### config.mk
export PLATFORM = sky130hd
export DESIGN_NAME = moore_seq_detector_param
export DESIGN_NICKNAME = d
export VERILOG_FILES = /design/src/rtl/moore_seq_detector_param.sv
export SDC_FILE = /design/constraint.sdc
export NUM_CORES = 1
export LEC_CHECK = 0
export ABC_CLOCK_PERIOD_IN_PS = 4600
export CAP_MARGIN = 10
export CORE_ASPECT_RATIO = 0.8
export CORE_MARGIN = 1
export CORE_UTILIZATION = 45
export DETAILED_ROUTE_END_ITERATION = 12
export PLACE_DENSITY = 0.74
export SETUP_SLACK_MARGIN = 0.1
export SYNTH_ARGS = -nofsm -noshare
export SYNTH_HDL_FRONTEND = slang
export SYNTH_SLANG_ARGS = --single-unit
### constraint.sdc
create_clock -name clk -period 4.6 [get_ports clk]
set_input_delay 0.92 -clock clk [delete_from_list [all_inputs] [get_ports clk]]
set_output_delay 0.92 -clock clk [all_outputs]
set_load 0.02 [all_outputs]
### src/rtl/moore_seq_detector_param.sv
// Parametrised Moore sequence detector with a runtime-loadable pattern, selectable
// overlapping detection, valid-gated input and a saturating match counter.
module moore_seq_detector_param #(
  parameter int              WIDTH   = 4,
  parameter logic [WIDTH-1:0] PATTERN = 4'b1010,
  parameter int              OVERLAP = 1,
  parameter int              CNT_W   = 8
) (
  input  logic                       clk,
  input  logic                       rst,
  input  logic                       data_valid,
  input  logic                       data,
  input  logic                       cfg_load,
  input  logic [WIDTH-1:0]           cfg_pattern,
  output logic                       pattern_detected,
  output logic [$clog2(WIDTH+1)-1:0] match_depth,
  output logic [CNT_W-1:0]           match_count
);

  localparam int DW = $clog2(WIDTH + 1);

  localparam logic [DW-1:0] S_IDLE   = '0;
  localparam logic [DW-1:0] S_DETECT = DW'(WIDTH);

  logic [WIDTH-1:0] pattern_q;
  logic [DW-1:0]    depth_q;
  logic [CNT_W-1:0] count_q;
  logic [DW-1:0]    depth_eff;
  logic [DW-1:0]    depth_next;
  logic [DW-1:0]    next_tbl [0:WIDTH][0:1];

  // Longest pattern prefix that is a suffix of (first dd pattern bits, then b).
  // Pattern bit i in line order is p[WIDTH-1-i].
  function automatic logic [DW-1:0] next_depth(input logic [WIDTH-1:0] p,
                                               input int dd,
                                               input logic b);
    logic [DW-1:0] best;
    logic          ok;
    best = '0;
    for (int k = 1; k <= WIDTH && k <= dd + 1; k++) begin
      ok = (p[WIDTH-k] == b);
      for (int j = 0; j < k - 1; j++) begin
        if (p[WIDTH-1-j] != p[WIDTH-2-dd+k-j]) ok = 1'b0;
      end
      if (ok) best = DW'(k);
    end
    return best;
  endfunction

  // Non-overlapping mode forgets the completed match before taking the next bit.
  always_comb begin
    depth_eff = depth_q;
    if (OVERLAP == 0 && depth_q == S_DETECT) depth_eff = S_IDLE;
    for (int dd = 0; dd <= WIDTH; dd++) begin
      for (int b = 0; b < 2; b++) begin
        next_tbl[dd][b] = next_depth(pattern_q, dd, b[0]);
      end
    end
    depth_next = next_tbl[depth_eff][data];
  end

  always_ff @(posedge clk) begin
    if (!rst) begin
      pattern_q <= PATTERN;
      depth_q   <= S_IDLE;
      count_q   <= '0;
    end else if (cfg_load) begin
      pattern_q <= cfg_pattern;
      depth_q   <= S_IDLE;
      count_q   <= '0;
    end else if (data_valid) begin
      depth_q <= depth_next;
      if (depth_next == S_DETECT && count_q != '1) count_q <= count_q + 1'b1;
    end
  end

  assign pattern_detected = (depth_q == S_DETECT);
  assign match_depth      = depth_q;
  assign match_count      = count_q;

endmodule
After elaboration in Yosys (flattened, before gate mapping)
Index checks and enable logic that the tools add are counted.

operators by class
  $add $sub $neg = 1
  multiply operators = 0
  divide/modulo/power cells = 0
  magnitude comparators = 2
  equal/unequal tests = 9
  shift-type cells = 0
  multiplexer cells = 46
  bitwise operators = 6
  reductions and logical operators = 3

operators by type and width
  cell                                                            count
  3-bit 2-to-1 mux                                                17
  1-bit 2-to-1 mux                                                22
  6-bit binary-select mux with 3-bit select                       1
  6-bit 2-to-1 mux                                                2
  8-bit by 1-bit adder with 8-bit output (second input constant)  1
  2-bit 2-to-1 mux                                                4
  8-bit inequality test (second input constant)                   1
  3-bit == test (second input constant)                           2
  1-bit inequality test                                           6
  4-bit greater-or-equal comparator (second input constant)       1
  1-bit NOT                                                       4
  3-bit NOT with 4-bit output                                     1
  2-bit greater-or-equal comparator (second input constant)       1
  1-bit NOT with 2-bit output                                     1
  2-bit AND reduction                                             1
  2-bit OR reduction                                              1
  1-bit logical AND                                               1

word-level totals
  register bits = 15
  bits in latches = 0
  bits in writable memories = 0
  bits in read-only memories = 0
  bits of input ports = 9
  output and inout port bits = 12
  logic and storage cells = 70
  memories = 0

Longest topological paths before layout
Gate-level depths: netlist of the first run.

  depth in word-level cells = 14
  mapped depth = 10
  gate-level depth less buffers = 7

Least setup slack after synthesis of the first run
Ideal clock, no wire load.

  kind = reg-to-reg
  from = register pattern_q[2]
  to = register count_q[4], in the netlist match_count[4]
  library setup time = 115 ps
  arrival = 2,506 ps
  required time = 4,485 ps
  path slack = 1,980 ps
  stages on the path, launching flop included = 11
  buffers on the path = 3
  period minus slack after synthesis = 2,620 ps
  cell sequence = dfxtp_1 -> clkbuf_1 -> clkbuf_1 -> inv_1 -> ha_1 -> nand3b_1 -> o22a_1 -> o21a_1 -> buf_2 -> o31a_1 -> o21a_1

between the ends
  word-level cells in the longest chain between the ends = 14
  elaborated cells on any way between the ends = 49
  classes of those cells = 4 x eq/ne; 42 x mux; 1 x bitwise; 2 x reduce/logical

RTL lines
  item                                                               RTL line  text
  start, declared                                                    25        logic [WIDTH-1:0] pattern_q;
  start signal, assigned                                             68        pattern_q <= cfg_pattern;
  1-bit inequality test or 1-bit NOT (tied branches)                 43, 41
  1-bit 2-to-1 mux                                                   43        if (p[WIDTH-1-j] != p[WIDTH-2-dd+k-j]) ok = 1'b0;
  1-bit 2-to-1 mux or 3-bit 2-to-1 mux (tied branches) (2 in a row)  43, 45
  3-bit 2-to-1 mux                                                   45        if (ok) best = DW'(k);
  6-bit binary-select mux with 3-bit select *                        59        depth_next = next_tbl[depth_eff][data];
  6-bit 2-to-1 mux (implied by the code) * (2 in a row)              59
  3-bit 2-to-1 mux (implied by the code) * (3 in a row)              59
  3-bit == test *                                                    73        if (depth_next == S_DETECT && count_q != '1) count_q <= count_q + 1'b1;
  1-bit logical AND *                                                73
  2-bit AND reduction (no line) *                                    --
  end signal, assigned                                               73
  end, declared                                                      27        logic [CNT_W-1:0] count_q;

Every way passes the cells marked *; elsewhere a longest branch is shown, timed or not. The select of a mux whose other input is x is not followed.
A chain may end at the register's enable or synchronous reset.

Final worst setup path of the first run
  from = register depth_q[2], in the netlist match_depth[2]
  to = output pattern_detected

between the ends
  word-level cells in the longest chain between the ends = 1

RTL lines
  item                    RTL line  text
  start, declared         26        logic [DW-1:0] depth_q;
  start signal, assigned  72        depth_q <= depth_next;
  3-bit == test           77        assign pattern_detected = (depth_q == S_DETECT);
  end, declared           15        output logic pattern_detected,

No other way between the ends.

==> metrics.yaml, run 1 <==
outcome: "completed"
synthXorXnorAreaFrac: 0
track_usage: 0.201
drc: 0
core_area_mm2: 0.00246
power_frac_clock: 0.265
hold_ws_ps: 501
antenna_left: 0
clock.fmax_mhz: 339
min_from: "match_count[5]$_SDFFE_PP0P_"
power_frac_seq: 0.524
drt-wirelength-per-cell_um: 13.5
p_switching_mw: 0.0828
insertion_delay_ps: 280
top_layer: "met3"
yosysWarnings: 0
power_density_mw_per_mm2: 197
p_leak_nw: 0.462
worstPathCellList: "or3b_1, clkinv_2, clkdlybuf4s50_1"
layout_common_cells: "20 x clkdlybuf4s50_1, 15 x dfxtp_1, 12 x nand2_1"
design_area_mm2: 0.00140
crit_family: "buffers and inverters"
post_cts_buffers: 0
num_rows: 16
diodes: 0
vias: 1201
yosysTopAreaCellShare: 0.255
crit_path_top_delay_cell: "clkdlybuf4s50_1"
syn_area_mm2: 0.00118
numClockSinks: 15
yosys-top-cells-area: "dfxtp_1 25%, ha_1 7.4%, a21oi_1 4.7%, nor3_1 3.8%, nand2_1 3.8%"
start_kind: "flip-flop"
area.growth.synth_to_final_pct: 19.1
ys_types: 46
grt_setup_unrepaired: "false"
synth-edff-count: 0
drive_above_1_share: 0.0663
rrSetupSlack_ps: 1760
first_pass_iters: 4
start_util: 0.479
dr_wl_met3_um: 165
syn_nets: 168
antenna_found_initial: 0
worstPathArrival_ps: 2030
dieArea_mm2: 0.00283
skew_ps: 9.13
r2r-end: "match_count[0]$_SDFFE_PP0P_"
tightest_slew_ps: 599
r2r_start: "pattern_q[2]$_SDFFE_PN0P_"
viasPerCell: 5.95
grt_pass1_vias: 915
hold_path.class: "reg2reg"
max_cap_viol_count: 0
internal_power_mw: 0.193
p_sw_frac: 0.300
fin_util: 0.570
cts_resized: 0
cp_slowest_stage_delay_ps: 600
cts_tree: "built"
drt-met1-wl_um: 1420
synth-adder-area-share: 0.0743
hold_viol: 0
grt_pass1_wl_um: 4290
hold_depth: 2
wl_um: 2720
grt-ovfl-total: 0
die_x_um: 59.2
synth_seq_area_share: 0.255
setup_tns_ps: 0
synth_mux_area_frac: 0.0170
period_needed_ps: 2950
syn_area_per_cell_um2: 7.75
worstSetupEndpointType: "output port"
ctsHoldBuffers: 0
total_power_mw: 0.276
die_h_um: 47.8
finalMaxSlewViolations: 0
dp_hpwl_um: 2080
wl_met2_um: 1130
finalSetupViolCount: 0
place_congestion: 0.894
synth_top_family_by_area: "compound AO/OA/AOI/OAI gates"
ys.flop_type: "dfxtp_1"
path_max_fanout: 12
io_buffers: 20
reg2reg_depth: 7
final_common_cell: "clkdlybuf4s50_1"
synth-compound-area-share: 0.322
synthesis.instances: 152
min_to: "match_count[5]$_SDFFE_PP0P_"
p_comb_frac: 0.211
cts_htree_levels: 1
vdd_drop_max_mv: 0.109
worstSetupPathType: "reg2out"
cp_num_buf_inv: 2
synthSimpleGateAreaFrac: 0.265
synth.largest_area_cell: "dfxtp_1"
io_pins: 21
required_ps: 3680
cts_buffers: 3
clk_path_buf_depth: 2
slew_headroom: 0.600
drt_iter0_drc: 65
async_reset_ff_frac: 0
grt_max_degree: 20
cts-root-buf: "clkbuf_4"
clkTransAtPathRegs_ps: 90
fin_nets: 183
placedInstanceArea_mm2: 0.00138
ys_ff_latch: 15
period_share: 0.641
[final cells by class]
type | count | area (µm²)
repair buffers | 20 | 200
inverters | 8 | 31.3
well taps | 36 | 45.0
clock inverters | 1 | 5.00
flip-flops and latches | 15 | 300
clock buffers | 3 | 22.5
fillers | 243 | 1060
multi-input cells | 119 | 800
[Yosys cell counts, types with 4 or more instances]
cell type and number:
dfxtp_1 15, nand2_1 12, a21oi_1 11, nor3_1 9, clkbuf_1 7, ha_1 7, inv_1 7, nor2_1 7
o21ai_0 7, o31ai_1 5, nand2b_1 4, nand3_1 4, nor2b_1 4
[worst register-to-register path, cell delays in order (launching register included)]
cell and delay (ps):
dfxtp_1 710, inv_1 220, ha_1 390, nand3b_1 190
o22a_1 220, o21a_1 320, or4_1 550, a21oi_1 160
[per-layer routing]
metal,vias to the layer above,track usage
li1,609,-
met2,45,0.279
met4,0,0.0143
met5,-,0
met3,0,0.0486
met1,547,0.319
[power groups by stage]
stage	registers, mW	clock network (mW)	logic, mW
global placement	0.147	0	0.0568
detailed placement	0.147	0	0.0574
floorplan	0.141	0	0.0446
CTS	0.144	0.0748	0.0576
global route	0.146	0.0817	0.0646
finish	0.145	0.0731	0.0584
[stage by stage]
stage                     worst slack (ps)  cells
final                                 1650    202
after global routing                  1500    202
after CTS                             1650    202
after detailed placement              1810    198
after global placement                1940    198
after floorplan                       1980    152
[flip-flops by register name (all words and copies together) (netlist names)]
register / flops
match_count: 8
pattern_q: 4
match_depth: 3
[how the worst max path moves through the flow]
stage	startpoint	end	cells after the start
after floorplan	pattern_q[2]$_SDFFE_PN0P_	match_count[4]$_SDFFE_PP0P_	10
after global placement	pattern_q[2]$_SDFFE_PN0P_	match_count[0]$_SDFFE_PP0P_	7
after detailed placement	pattern_q[2]$_SDFFE_PN0P_	match_count[0]$_SDFFE_PP0P_	7
after CTS	match_depth[2]$_SDFFE_PP0P_	pattern_detected	3
after global routing	pattern_q[2]$_SDFFE_PN0P_	match_count[0]$_SDFFE_PP0P_	7
final	match_depth[2]$_SDFFE_PP0P_	pattern_detected	3
[cell families (layout without fill, tap and decap cells)]
| kind of cell | after synthesis | after routing |
|---|---|---|
| muxes | 2 | 2 |
| AOI/OAI and AO/OA | 53 | 53 |
| and+or+nand+nor | 57 | 57 |
| buffers and inverters | 18 | 32 |
| DFF | 15 | 15 |
| adders and majority gates | 7 | 7 |
Note: power is estimated with default switching activity, not from simulation.
==> run 2, diff against run 1 <==
ABC_CLOCK_PERIOD_IN_PS = 3080   (was 4600)
clock period = 3.08 ns   (was 4.6 ns; I/O delays follow)
==> metrics.yaml, run 2 (synthesis gave the netlist of run 1 again) <==
clkTransAtPathRegs_ps: 90
wl_met2_um: 1250
post_cts_buffers: 0
drt-met1-wl_um: 1450
track_usage: 0.219
vias: 1236
clk_path_buf_depth: 2
die_x_um: 59.2
grt-ovfl-total: 0
vdd_drop_max_mv: 0.283
area.growth.synth_to_final_pct: 20.3
grt_pass1_wl_um: 4640
path_max_fanout: 12
finalMaxSlewViolations: 0
start_kind: "flip-flop"
drive_above_1_share: 0.0714
start_util: 0.479
numClockSinks: 15
cts_tree: "built"
place_congestion: 0.860
antenna_found_initial: 0
drt_iter0_drc: 54
setup_tns_ps: 0
max_cap_viol_count: 0
dieArea_mm2: 0.00283
top_layer: "met4"
tightest_slew_ps: 555
cts_resized: 0
finalSetupViolCount: 0
dp_hpwl_um: 2200
power_density_mw_per_mm2: 293
first_pass_iters: 4
grt_max_degree: 19
antenna_left: 0
die_h_um: 47.8
drt-wirelength-per-cell_um: 14.1
wl_um: 2880
period_share: 0.852
seq_area_um2: 300
cts-root-buf: "clkbuf_4"
final_common_cell: "clkdlybuf4s50_1"
grt_setup_unrepaired: "false"
fin_util: 0.576
nFillCells: 244
io_buffers: 20
layout_common_cells: "20 x clkdlybuf4s50_1, 15 x dfxtp_1, 12 x nand2_1"
dr_wl_met3_um: 164
hold_viol: 0
ctsHoldBuffers: 0
drc: 0
worstSetupPathType: "reg2out"
slew_headroom: 0.629
period_needed_ps: 2620
multi_input_area_um2: 800
cts_htree_levels: 1
fin_nets: 185
grt_pass1_vias: 1033
io_pins: 21
required_ps: 2460
largest_reg_flops: 8
outcome: "completed"
skew_ps: 4.78
worstPathArrival_ps: 2010
core_area_mm2: 0.00246
num_rows: 16
insertion_delay_ps: 280
worstSetupEndpointType: "output port"
viasPerCell: 6.06
p_leak_nw: 0.469
hold_path.class: "reg2reg"
cts_buffers: 3
clock.fmax_mhz: 381
diodes: 0
==> run 2: changes by cell type in the layout (fill, tap and decap cells not counted) <==
cell      delta
clkinv_2     -1
clkbuf_1     +1
buf_4        +2
==> run 2: worst paths after layout <==
check	from	slack [ps]	cells after the start	endpoint
max	match_depth[2]$_SDFFE_PP0P_	460	3	pattern_detected
min	match_count[7]$_SDFFE_PP0P_	520	2	match_count[7]$_SDFFE_PP0P_
max reg2reg	pattern_q[1]$_SDFFE_PN1P_	730	7	match_depth[0]$_SDFFE_PP0P_
min reg2reg	match_count[7]$_SDFFE_PP0P_	520	2	match_count[7]$_SDFFE_PP0P_
==> run 2: per-stage QoR <==
step           power (mW)  area [µm²]  std cells  setup slack (ps)  hold slack [ps]
6_report            0.416        1420        204               456              520
2_1_floorplan       0.278        1180        152               460              559
3_3_place_gp        0.306        1390        200               789              476
5_1_grt             0.444        1420        204               330              555
3_5_place_dp        0.309        1390        200               758              508
4_1_cts             0.418        1420        204               457              519
==> run 2: worst max-delay path, cell delays in order (launching register included) <==
cell,delay (ps)
dfxtp_1,540
or3b_1,500
clkinv_2,90
clkdlybuf4s50_1,590
==> run 2: area by class of cell <==
type / count / area share
clock buffers: 4 / 0.0185
inverters: 8 / 0.0221
multi-input cells: 119 / 0.564
flip-flops and latches: 15 / 0.212
well taps: 36 / 0.0318
repair buffers: 22 / 0.152
==> run 2: layer usage <==
metal,track usage,up-vias
met2,0.330,45
met5,0,-
met1,0.321,575
met4,0.0286,0
met3,0.0568,2
li1,-,614
==> run 2: report_power, final <==
| group | internal (mW) | total (mW) | switching, mW |
|---|---|---|---|
| clock | 0.0502 | 0.110 | 0.0596 |
| sequential | 0.199 | 0.209 | 0.0104 |
| combinational | 0.0434 | 0.0969 | 0.0534 |
| total | 0.293 | 0.416 | 0.124 |
